File: src/rtl/snn_training_sequencer_if.sv
`default_nettype none
// ============================================================================
// Module      : snn_training_sequencer_if
// Description : Pattern-memory, network and status bundle of the SNN
//               training sequencer.
// Revision    : 1.0 - initial release
// ============================================================================
interface snn_training_sequencer_if;
    logic       start;
    logic [5:0] mem_addr;
    logic [5:0] mem_inp;
    logic [2:0] mem_exp;
    logic [5:0] net_inp;
    logic [2:0] net_outp;
    logic       learn_en;
    logic       busy;
    logic       done;
    logic [7:0] epoch;
    logic [5:0] match_count;
    logic [5:0] last_match;

    modport master (
        input  start, mem_inp, mem_exp, net_outp,
        output mem_addr, net_inp, learn_en, busy, done, epoch, match_count, last_match
    );

    modport slave (
        output start, mem_inp, mem_exp, net_outp,
        input  mem_addr, net_inp, learn_en, busy, done, epoch, match_count, last_match
    );
endinterface
`default_nettype wire

File: src/rtl/snn_training_sequencer.sv
`default_nettype none
// ============================================================================
// Module      : snn_training_sequencer
// Description : Epoch scheduler streaming stored patterns into the STDP network
//               with latency-aligned match scoring.
// Revision    : 1.0 - initial release
// ============================================================================
module snn_training_sequencer #(
    parameter int NUM_PATTERNS = 50,
    parameter int NUM_EPOCHS   = 218,
    parameter int PIPE_DELAY   = 2
) (
    input  logic                         clock,
    input  logic                         reset,
    snn_training_sequencer_if.master     bus
);

    localparam logic [5:0] c_last_idx    = 6'(NUM_PATTERNS - 1);
    localparam logic [5:0] c_flush_last  = 6'(PIPE_DELAY);
    localparam logic [7:0] c_score_epoch = 8'(NUM_EPOCHS);

    typedef enum logic [2:0] {
        S_IDLE      = 3'd0,
        S_FETCH     = 3'd1,
        S_RUN       = 3'd2,
        S_FLUSH     = 3'd3,
        S_EPOCH_END = 3'd4,
        S_DONE      = 3'd5
    } state_t;

    state_t           r_state;
    logic [5:0]       r_idx;
    logic [5:0]       r_mem_addr;
    logic [5:0]       r_net_inp;
    logic             r_learn_en;
    logic             r_busy;
    logic             r_done;
    logic [7:0]       r_epoch;
    logic [5:0]       r_match_count;
    logic [5:0]       r_last_match;
    // Expected-output delay line: index 0 is the head, PIPE_DELAY the tail.
    logic [PIPE_DELAY:0] r_dl_valid;
    logic [2:0]          r_dl_exp [PIPE_DELAY+1];

    logic w_score;

    assign w_score = r_dl_valid[PIPE_DELAY]
                  && (r_dl_exp[PIPE_DELAY] != 3'b000)
                  && (bus.net_outp == r_dl_exp[PIPE_DELAY]);

    always_ff @(posedge clock) begin
        if (reset) begin
            r_state       <= S_IDLE;
            r_idx         <= 6'd0;
            r_mem_addr    <= 6'd0;
            r_net_inp     <= 6'd0;
            r_learn_en    <= 1'b0;
            r_busy        <= 1'b0;
            r_done        <= 1'b0;
            r_epoch       <= 8'd0;
            r_match_count <= 6'd0;
            r_last_match  <= 6'd0;
            r_dl_valid    <= '0;
            for (int k = 0; k <= PIPE_DELAY; k++) begin
                r_dl_exp[k] <= 3'b000;
            end
        end else begin
            // Invalid entries shift in unless RUN pushes a pattern below.
            r_dl_valid  <= {r_dl_valid[PIPE_DELAY-1:0], 1'b0};
            for (int k = PIPE_DELAY; k > 0; k--) begin
                r_dl_exp[k] <= r_dl_exp[k-1];
            end
            r_dl_exp[0] <= 3'b000;
            r_net_inp   <= 6'd0;

            if (w_score) begin
                r_match_count <= r_match_count + 6'd1;
            end

            case (r_state)
                S_IDLE, S_DONE: begin
                    if (bus.start) begin
                        r_state       <= S_FETCH;
                        r_epoch       <= 8'd0;
                        r_match_count <= 6'd0;
                        r_last_match  <= 6'd0;
                        r_done        <= 1'b0;
                        r_busy        <= 1'b1;
                        r_learn_en    <= 1'b1;
                        r_mem_addr    <= 6'd0;
                    end
                end

                S_FETCH: begin
                    r_state    <= S_RUN;
                    r_idx      <= 6'd0;
                    r_mem_addr <= 6'd1;
                end

                S_RUN: begin
                    r_net_inp     <= bus.mem_inp;
                    r_dl_valid[0] <= 1'b1;
                    r_dl_exp[0]   <= bus.mem_exp;
                    if (r_idx == c_last_idx) begin
                        r_state <= S_FLUSH;
                        r_idx   <= 6'd0;
                    end else begin
                        r_idx <= r_idx + 6'd1;
                        // Address runs one pattern ahead, parking on the last one.
                        if (r_idx + 6'd2 > c_last_idx) begin
                            r_mem_addr <= c_last_idx;
                        end else begin
                            r_mem_addr <= r_idx + 6'd2;
                        end
                    end
                end

                S_FLUSH: begin
                    if (r_idx == c_flush_last) begin
                        r_state <= S_EPOCH_END;
                        r_idx   <= 6'd0;
                    end else begin
                        r_idx <= r_idx + 6'd1;
                    end
                end

                S_EPOCH_END: begin
                    r_last_match  <= r_match_count;
                    r_match_count <= 6'd0;
                    if (r_epoch == c_score_epoch) begin
                        r_state    <= S_DONE;
                        r_busy     <= 1'b0;
                        r_done     <= 1'b1;
                        r_learn_en <= 1'b0;
                    end else begin
                        r_state    <= S_FETCH;
                        r_epoch    <= r_epoch + 8'd1;
                        r_mem_addr <= 6'd0;
                        r_learn_en <= (r_epoch + 8'd1) < c_score_epoch;
                    end
                end

                default: begin
                    r_state <= S_IDLE;
                end
            endcase
        end
    end

    assign bus.mem_addr    = r_mem_addr;
    assign bus.net_inp     = r_net_inp;
    assign bus.learn_en    = r_learn_en;
    assign bus.busy        = r_busy;
    assign bus.done        = r_done;
    assign bus.epoch       = r_epoch;
    assign bus.match_count = r_match_count;
    assign bus.last_match  = r_last_match;

endmodule
`default_nettype wire

File: src/flat_wrapper.sv
// flat-port wrapper written by rule: the top's interface ports become plain ports
module snn_training_sequencer_flat 
#(
    parameter int NUM_PATTERNS = 50,
    parameter int NUM_EPOCHS   = 218,
    parameter int PIPE_DELAY   = 2
)
  (clock, reset, bus_start, bus_mem_inp, bus_mem_exp, bus_net_outp, bus_mem_addr, bus_net_inp, bus_learn_en, bus_busy, bus_done, bus_epoch, bus_match_count, bus_last_match);
  snn_training_sequencer_if bus_i ();
  input  logic clock;
  input  logic reset;
  input wire logic [$bits(bus_i.start)-1:0] bus_start;
  input wire logic [$bits(bus_i.mem_inp)-1:0] bus_mem_inp;
  input wire logic [$bits(bus_i.mem_exp)-1:0] bus_mem_exp;
  input wire logic [$bits(bus_i.net_outp)-1:0] bus_net_outp;
  output wire logic [$bits(bus_i.mem_addr)-1:0] bus_mem_addr;
  output wire logic [$bits(bus_i.net_inp)-1:0] bus_net_inp;
  output wire logic [$bits(bus_i.learn_en)-1:0] bus_learn_en;
  output wire logic [$bits(bus_i.busy)-1:0] bus_busy;
  output wire logic [$bits(bus_i.done)-1:0] bus_done;
  output wire logic [$bits(bus_i.epoch)-1:0] bus_epoch;
  output wire logic [$bits(bus_i.match_count)-1:0] bus_match_count;
  output wire logic [$bits(bus_i.last_match)-1:0] bus_last_match;
  assign bus_i.start = bus_start;
  assign bus_i.mem_inp = bus_mem_inp;
  assign bus_i.mem_exp = bus_mem_exp;
  assign bus_i.net_outp = bus_net_outp;
  assign bus_mem_addr = bus_i.mem_addr;
  assign bus_net_inp = bus_i.net_inp;
  assign bus_learn_en = bus_i.learn_en;
  assign bus_busy = bus_i.busy;
  assign bus_done = bus_i.done;
  assign bus_epoch = bus_i.epoch;
  assign bus_match_count = bus_i.match_count;
  assign bus_last_match = bus_i.last_match;
  snn_training_sequencer #(.NUM_PATTERNS(NUM_PATTERNS), .NUM_EPOCHS(NUM_EPOCHS), .PIPE_DELAY(PIPE_DELAY)) u_core (.clock(clock), .reset(reset), .bus(bus_i));
endmodule
File: config.mk
export PLATFORM = sky130hd
export DESIGN_NAME = snn_training_sequencer_flat
export DESIGN_NICKNAME = d
export VERILOG_FILES = /design/src/rtl/snn_training_sequencer_if.sv /design/src/rtl/snn_training_sequencer.sv /design/src/flat_wrapper.sv
export SDC_FILE = /design/constraint.sdc
export NUM_CORES = 1
export LEC_CHECK = 0
export CAP_MARGIN = 10
export CORE_ASPECT_RATIO = 1.25
export CORE_MARGIN = 10
export CORE_UTILIZATION = 45
export DETAILED_ROUTE_END_ITERATION = 16
export PLACE_DENSITY = 0.7
export SYNTH_ARGS = -nofsm -noshare
export SYNTH_HDL_FRONTEND = slang
export SYNTH_SLANG_ARGS = --single-unit
File: constraint.sdc
create_clock -name clock -period 2.5 [get_ports clock]
set_clock_uncertainty 0.2 [all_clocks]
set_input_delay 0.75 -clock clock [delete_from_list [all_inputs] [get_ports clock]]
set_output_delay 0.75 -clock clock [all_outputs]
set_load 0.02 [all_outputs]
; ---- Yosys cells after proc, flatten, opt, wreduce, memory -nomap -nowiden
; Memories as Yosys holds them, arrays and structs flattened.
; Cells that the tools add are included.
[totals]
ff_bits = 47
rom_bits = 0
latch_bits = 0
output_inout_bits = 35
mem_count = 1
ramBits = 9
[mem_list]
columns = memory, words, width, read_ports, rd_ports_with_merged_regs, write_ports, line_no
row1 = u_core.r_dl_exp, 3, 3, 3, 0, 3, snn_training_sequencer.sv:43  ; logic [2:0] r_dl_exp [PIPE_DELAY+1];
[classes]
div_mod_pow = 0
reduce_logical = 14
mux = 38
n_lt_le_gt_ge = 2
n_shift = 0
add_sub_neg = 4
eq_ne = 15
n_bitwise = 5
mul = 0
[ops]
columns = op, count
row1 = $mux W6, 8
row2 = $mux W3, 8
row3 = $pmux W6 S2, 2
row4 = $pmux W6 S4, 1
row5 = $pmux W6 S3, 1
row6 = $mux W8, 2
row7 = $pmux W8 S2, 1
row8 = $pmux W3 S5, 1
row9 = $add A6 B1 Y6 const B, 2
row10 = $mux W1, 11
row11 = $reduce_and A3 Y1, 3
row12 = $add A8 B1 Y8 const B, 1
row13 = $eq A8 B8 Y1 const B, 1
row14 = $lt A8 B8 Y1 const B, 1
row15 = $add A6 B2 Y6 const B, 1
row16 = $eq A3 B2 Y1 const B, 2
row17 = $eq A3 B3 Y1 const B, 2
row18 = $eq A6 B2 Y1 const B, 1
row19 = $eq A6 B6 Y1 const B, 1
row20 = $gt A6 B6 Y1 const B, 1
row21 = $ne A2 B1 Y1 const B, 3
row22 = $ne A2 B2 Y1 const B, 3
row23 = $pmux W1 S2, 3
row24 = $reduce_bool A3 Y1, 2
row25 = 11 further kinds, 16

; ---- Logic depth before layout (Yosys ltp)
[depth]
ltp_word = 6
depth_mapped = 8
mapped_depth_nobuf = 7

; ---- Least setup slack after synthesis
; No wires, ideal clock.
[synth_timing]
kind = input-to-reg
start = input bus_net_outp[1]
end = register u_core.r_match_count[4], in the netlist u_core.bus.match_count[4]
setup_ps = 115
required_time_ps = 2185
arrival_ps = 1663
path_buffers = 0
slack_ps = 523
path_stages = 5
cell_sequence = xnor2_1 o2111ai_1 nor4b_1 xnor2_1 nor2_1
[synth_between]
elab_chain_cells = 5
[synth_lines]
columns = element, line_no
row1 = "start, declared", flat_wrapper.sv:15  ; input wire logic [$bits(bus_i.net_outp)-1:0] bus_net_outp;
row2 = $eq A3 B3 Y1 *, snn_training_sequencer.sv:49  ; && (bus.net_outp == r_dl_exp[PIPE_DELAY]);
row3 = $logic_and A1 B1 Y1 *, snn_training_sequencer.sv:49
row4 = $mux W6 *, snn_training_sequencer.sv:76  ; if (w_score) begin
row5 = $mux W6, snn_training_sequencer.sv:82  ; if (bus.start) begin
row6 = $pmux W6 S2 *, snn_training_sequencer.sv:80  ; case (r_state)
row7 = "end signal, assigned", snn_training_sequencer.sv:77  ; r_match_count <= r_match_count + 6'd1;
row8 = "end, declared", snn_training_sequencer.sv:39  ; logic [5:0] r_match_count;
; Every way passes the cells marked *; elsewhere a longest branch is shown, timed or not.
; A chain may end at the register's enable or synchronous reset.

; ---- Worst setup path in the final report
[layout_timing]
start = register u_core.r_epoch[7], in the netlist u_core.bus.epoch[7]
end = output bus_epoch[7]
[layout_lines]
columns = element, line_no
row1 = "start, declared", snn_training_sequencer.sv:38  ; logic [7:0] r_epoch;
row2 = "start signal, assigned", snn_training_sequencer.sv:137  ; r_epoch <= r_epoch + 8'd1;
row3 = "end, declared", flat_wrapper.sv:21  ; output wire logic [$bits(bus_i.epoch)-1:0] bus_epoch;
; No word-level cell between the ends.

==> flow_metrics.env <==
export IMPL_cellPowerDensity_nw_per_um2=494
export IMPL_clkSlewWorstSetupHoldPaths_ps=100
export IMPL_power_switching_mw=0.434
export IMPL_rows=31
export IMPL_finalWeightedCongestion=0.790
export IMPL_tightest_slew_ps=504
export IMPL_die_width_um=89.5
export IMPL_htreeDepth=2
export IMPL_worst_r2r_path_depth=6
export IMPL_period_minus_slack_ps=2400
export IMPL_worst_slack_ps=101
export IMPL_rsz0062_at_grt="no"
export IMPL_port_buffers=49
export IMPL_cp_slowest_cell="clkdlybuf4s50_1"
export IMPL_path_max_fanout=7
export IMPL_dp_final_hpwl_um=4490
export IMPL_seq_area_frac_synth=0.446
export IMPL_synth_top_cell_by_area="dfxtp_1"
export IMPL_io_pins=50
export IMPL_placedCellCount=414
export IMPL_cp_startpoint="u_core.bus.epoch[7]"
export IMPL_syn_area_per_cell_sq_um=9.08
export IMPL_synth_top_cell_area_share=0.347
export IMPL_synth_edf_count=9
export IMPL_maxCapViolations=0
export IMPL_numCtsBuffers=5
export IMPL_clk_path_buf_depth=2
export IMPL_post_route_util=0.583
export IMPL_final_cells=422
export IMPL_nets=378
export IMPL_clock_latency_ps=310
export IMPL_cts_tree="yes"
export IMPL_synth_cells=299
export IMPL_cp_depth=1
export IMPL_fin_crit_sh=0.960
export IMPL_cp_end_kind="output pin"
export IMPL_p_int_mw=1.24
export IMPL_start_util=0.467
export IMPL_crit_path_cell_trace="clkdlybuf4s50_1"
export IMPL_design_area_sq_um=3390
export IMPL_placed_cell_area_sq_um=3300
export IMPL_ys_types=59
export IMPL_cpPeakStageDelay_ps=670
export IMPL_min_delay_start="u_core.r_dl_valid[0]"
export IMPL_place_ws_ps=-106
export IMPL_fmax_ghz=0.417
export IMPL_drive_above_1_share=0.0815
export IMPL_path_buf_inv=1
export IMPL_setup_viol=0
export IMPL_cp_arrival_ps=1450
export IMPL_p_total_mw=1.67
export IMPL_r2r_start="u_core.r_idx[1]"
export IMPL_seqPwrFrac=0.577
export IMPL_clkSinkCount=56
export IMPL_hold_viol_final=0
export IMPL_hp_class="reg2reg"
export IMPL_antenna_left=0
export IMPL_vias=2260
export IMPL_post_drt_wl_per_cell_um=14.2
export IMPL_grt_pass1_vias=2143
export IMPL_slew_headroom=0.664
export IMPL_peakVddDrop_v=0.000311
export IMPL_area_growth_pct=24.8
export IMPL_startpoint_type="flip-flop"
export IMPL_async_flop_share=0
export IMPL_holdBufCountCts=0
export IMPL_grt_pass1_wl_um=10100
export IMPL_hold_depth=1
export IMPL_die_h_um=107
export IMPL_yosysMostFrequentCell="dfxtp_1"
export IMPL_drtIter0Drc=106
export IMPL_synthFlopType="dfxtp_1"
export IMPL_cts_root_buf="clkbuf_8"
export IMPL_yosys_warnings=0
export IMPL_viasPerCell=5.36
export IMPL_grt_usage=0.128
export IMPL_p_clk_frac=0.297
export IMPL_slew_viol_final=0
export IMPL_firstDrtPassIters=4
export IMPL_criticalPathCategory="reg2out"
export IMPL_leakage_nw=1.25
export IMPL_critPathTopFamily="buffers and inverters"
export IMPL_wirelength_um=5980
export IMPL_antenna_found_initial=0
export IMPL_diodes=0
export IMPL_drcViolationCount=0
export IMPL_gr_total_overflow=0
export IMPL_swShare=0.259
export IMPL_grt_max_degree=25
export IMPL_ys_top_cells_by_count="47 x dfxtp_1, 34 x nor2_1, 23 x a21oi_1, 18 x nand3_1, 14 x nand2_1"
export IMPL_core_sq_um=5820
export IMPL_status="finished, final reports clean"
export IMPL_die_area_sq_um=9560
export IMPL_combPwrFrac=0.126
export IMPL_synth_area_top_cells="dfxtp_1 35%, edfxtp_1 10%, nor2_1 4.7%"
export IMPL_synth_seq_cells=56
export IMPL_worstPathRequired_ps=1550
export IMPL_synth_area_sq_um=2720
flip-flops by register name, summed over array words and instances (netlist names):
signal                  count
u_core.bus.busy             1
u_core.bus.done             1
u_core.bus.epoch            8
u_core.bus.last_match       6
u_core.bus.learn_en         1
u_core.bus.match_count      6
u_core.bus.mem_addr         6
u_core.bus.net_inp          6
u_core.r_dl_exp             9
u_core.r_dl_valid           3
u_core.r_idx                6
u_core.r_state              3
cells by family after synthesis:
group / synth area share
compound gates: 0.176
xor+xnor: 0.0323
fa+ha+maj: 0.0410
buf+inv: 0.0498
flops: 0.446
mux: 0.00783
other cells: 0.00138
simple gates: 0.246
per-layer routing:
metal,track usage,part of all wire
met2,0.204,0.46
met4,0.0330,0.012
met5,0,0
met3,0.0470,0.066
met1,0.159,0.46
path summary, 6_finish.rpt:
path                          end  slack (ps)
min reg2reg  u_core.r_dl_valid[1]         250
min          u_core.r_dl_valid[1]         250
max reg2reg       u_core.r_idx[3]         230
max                  bus_epoch[7]         100
cell type report:
type | instances | area, sq um
fillers | 526 | 2430
multi-input cells | 225 | 1400
flip-flops and latches | 56 | 1210
repair buffers | 58 | 573
well taps | 66 | 82.6
clock buffers | 5 | 68.8
inverters | 9 | 33.8
clock inverters | 3 | 21.3
timing repair:
item | in CTS | in global routing
setup buffers | 0 | 0
hold endpoints to repair | 0 | 0
setup endpoints to repair | 0 | 1
resized for setup | 0 | 1
power groups by stage:
stage | sequential [mW] | clock, mW | combinational, mW
6_report | 0.966 | 0.496 | 0.211
3_5_place_dp | 0.987 | 0 | 0.211
5_1_grt | 0.971 | 0.550 | 0.235
3_3_place_gp | 0.987 | 0 | 0.208
4_1_cts | 0.967 | 0.512 | 0.212
2_1_floorplan | 0.989 | 0 | 0.126
cells in the final DEF, fill, tap and decap left out, types with 2 or more instances in the layout:
cell / count
and3b_1: 2
nand2_1: 14
clkbuf_8: 5
a21o_1: 2
o221a_2: 2
o21ai_0: 11
nor4_1: 3
o21ai_1: 2
a21oi_1: 23
nand4_1: 4
nor2b_1: 11
o211ai_1: 4
nand3_1: 18
dfxtp_1: 47
and4b_1: 2
a22o_1: 6
or2_1: 2
clkdlybuf4s50_1: 48
buf_4: 8
inv_1: 9
xnor2_1: 8
a211oi_2: 2
or3_1: 2
a311oi_1: 2
nor2_1: 34
and2_1: 10
o2111ai_1: 2
nand2b_1: 2
and3_1: 2
nor3b_1: 3
ha_1: 8
xor2_1: 2
a31oi_1: 5
conb_1: 9
nor3_1: 6
edfxtp_1: 9
metrics by stage:
stage	hold slack, ps	TNS, ps
4_1_cts	251	0
5_1_grt	268	0
3_3_place_gp	217	-74.2
2_1_floorplan	214	0
3_5_place_dp	226	-182
6_report	249	0
No activity file was read; power rests on OpenSTA's default activity.
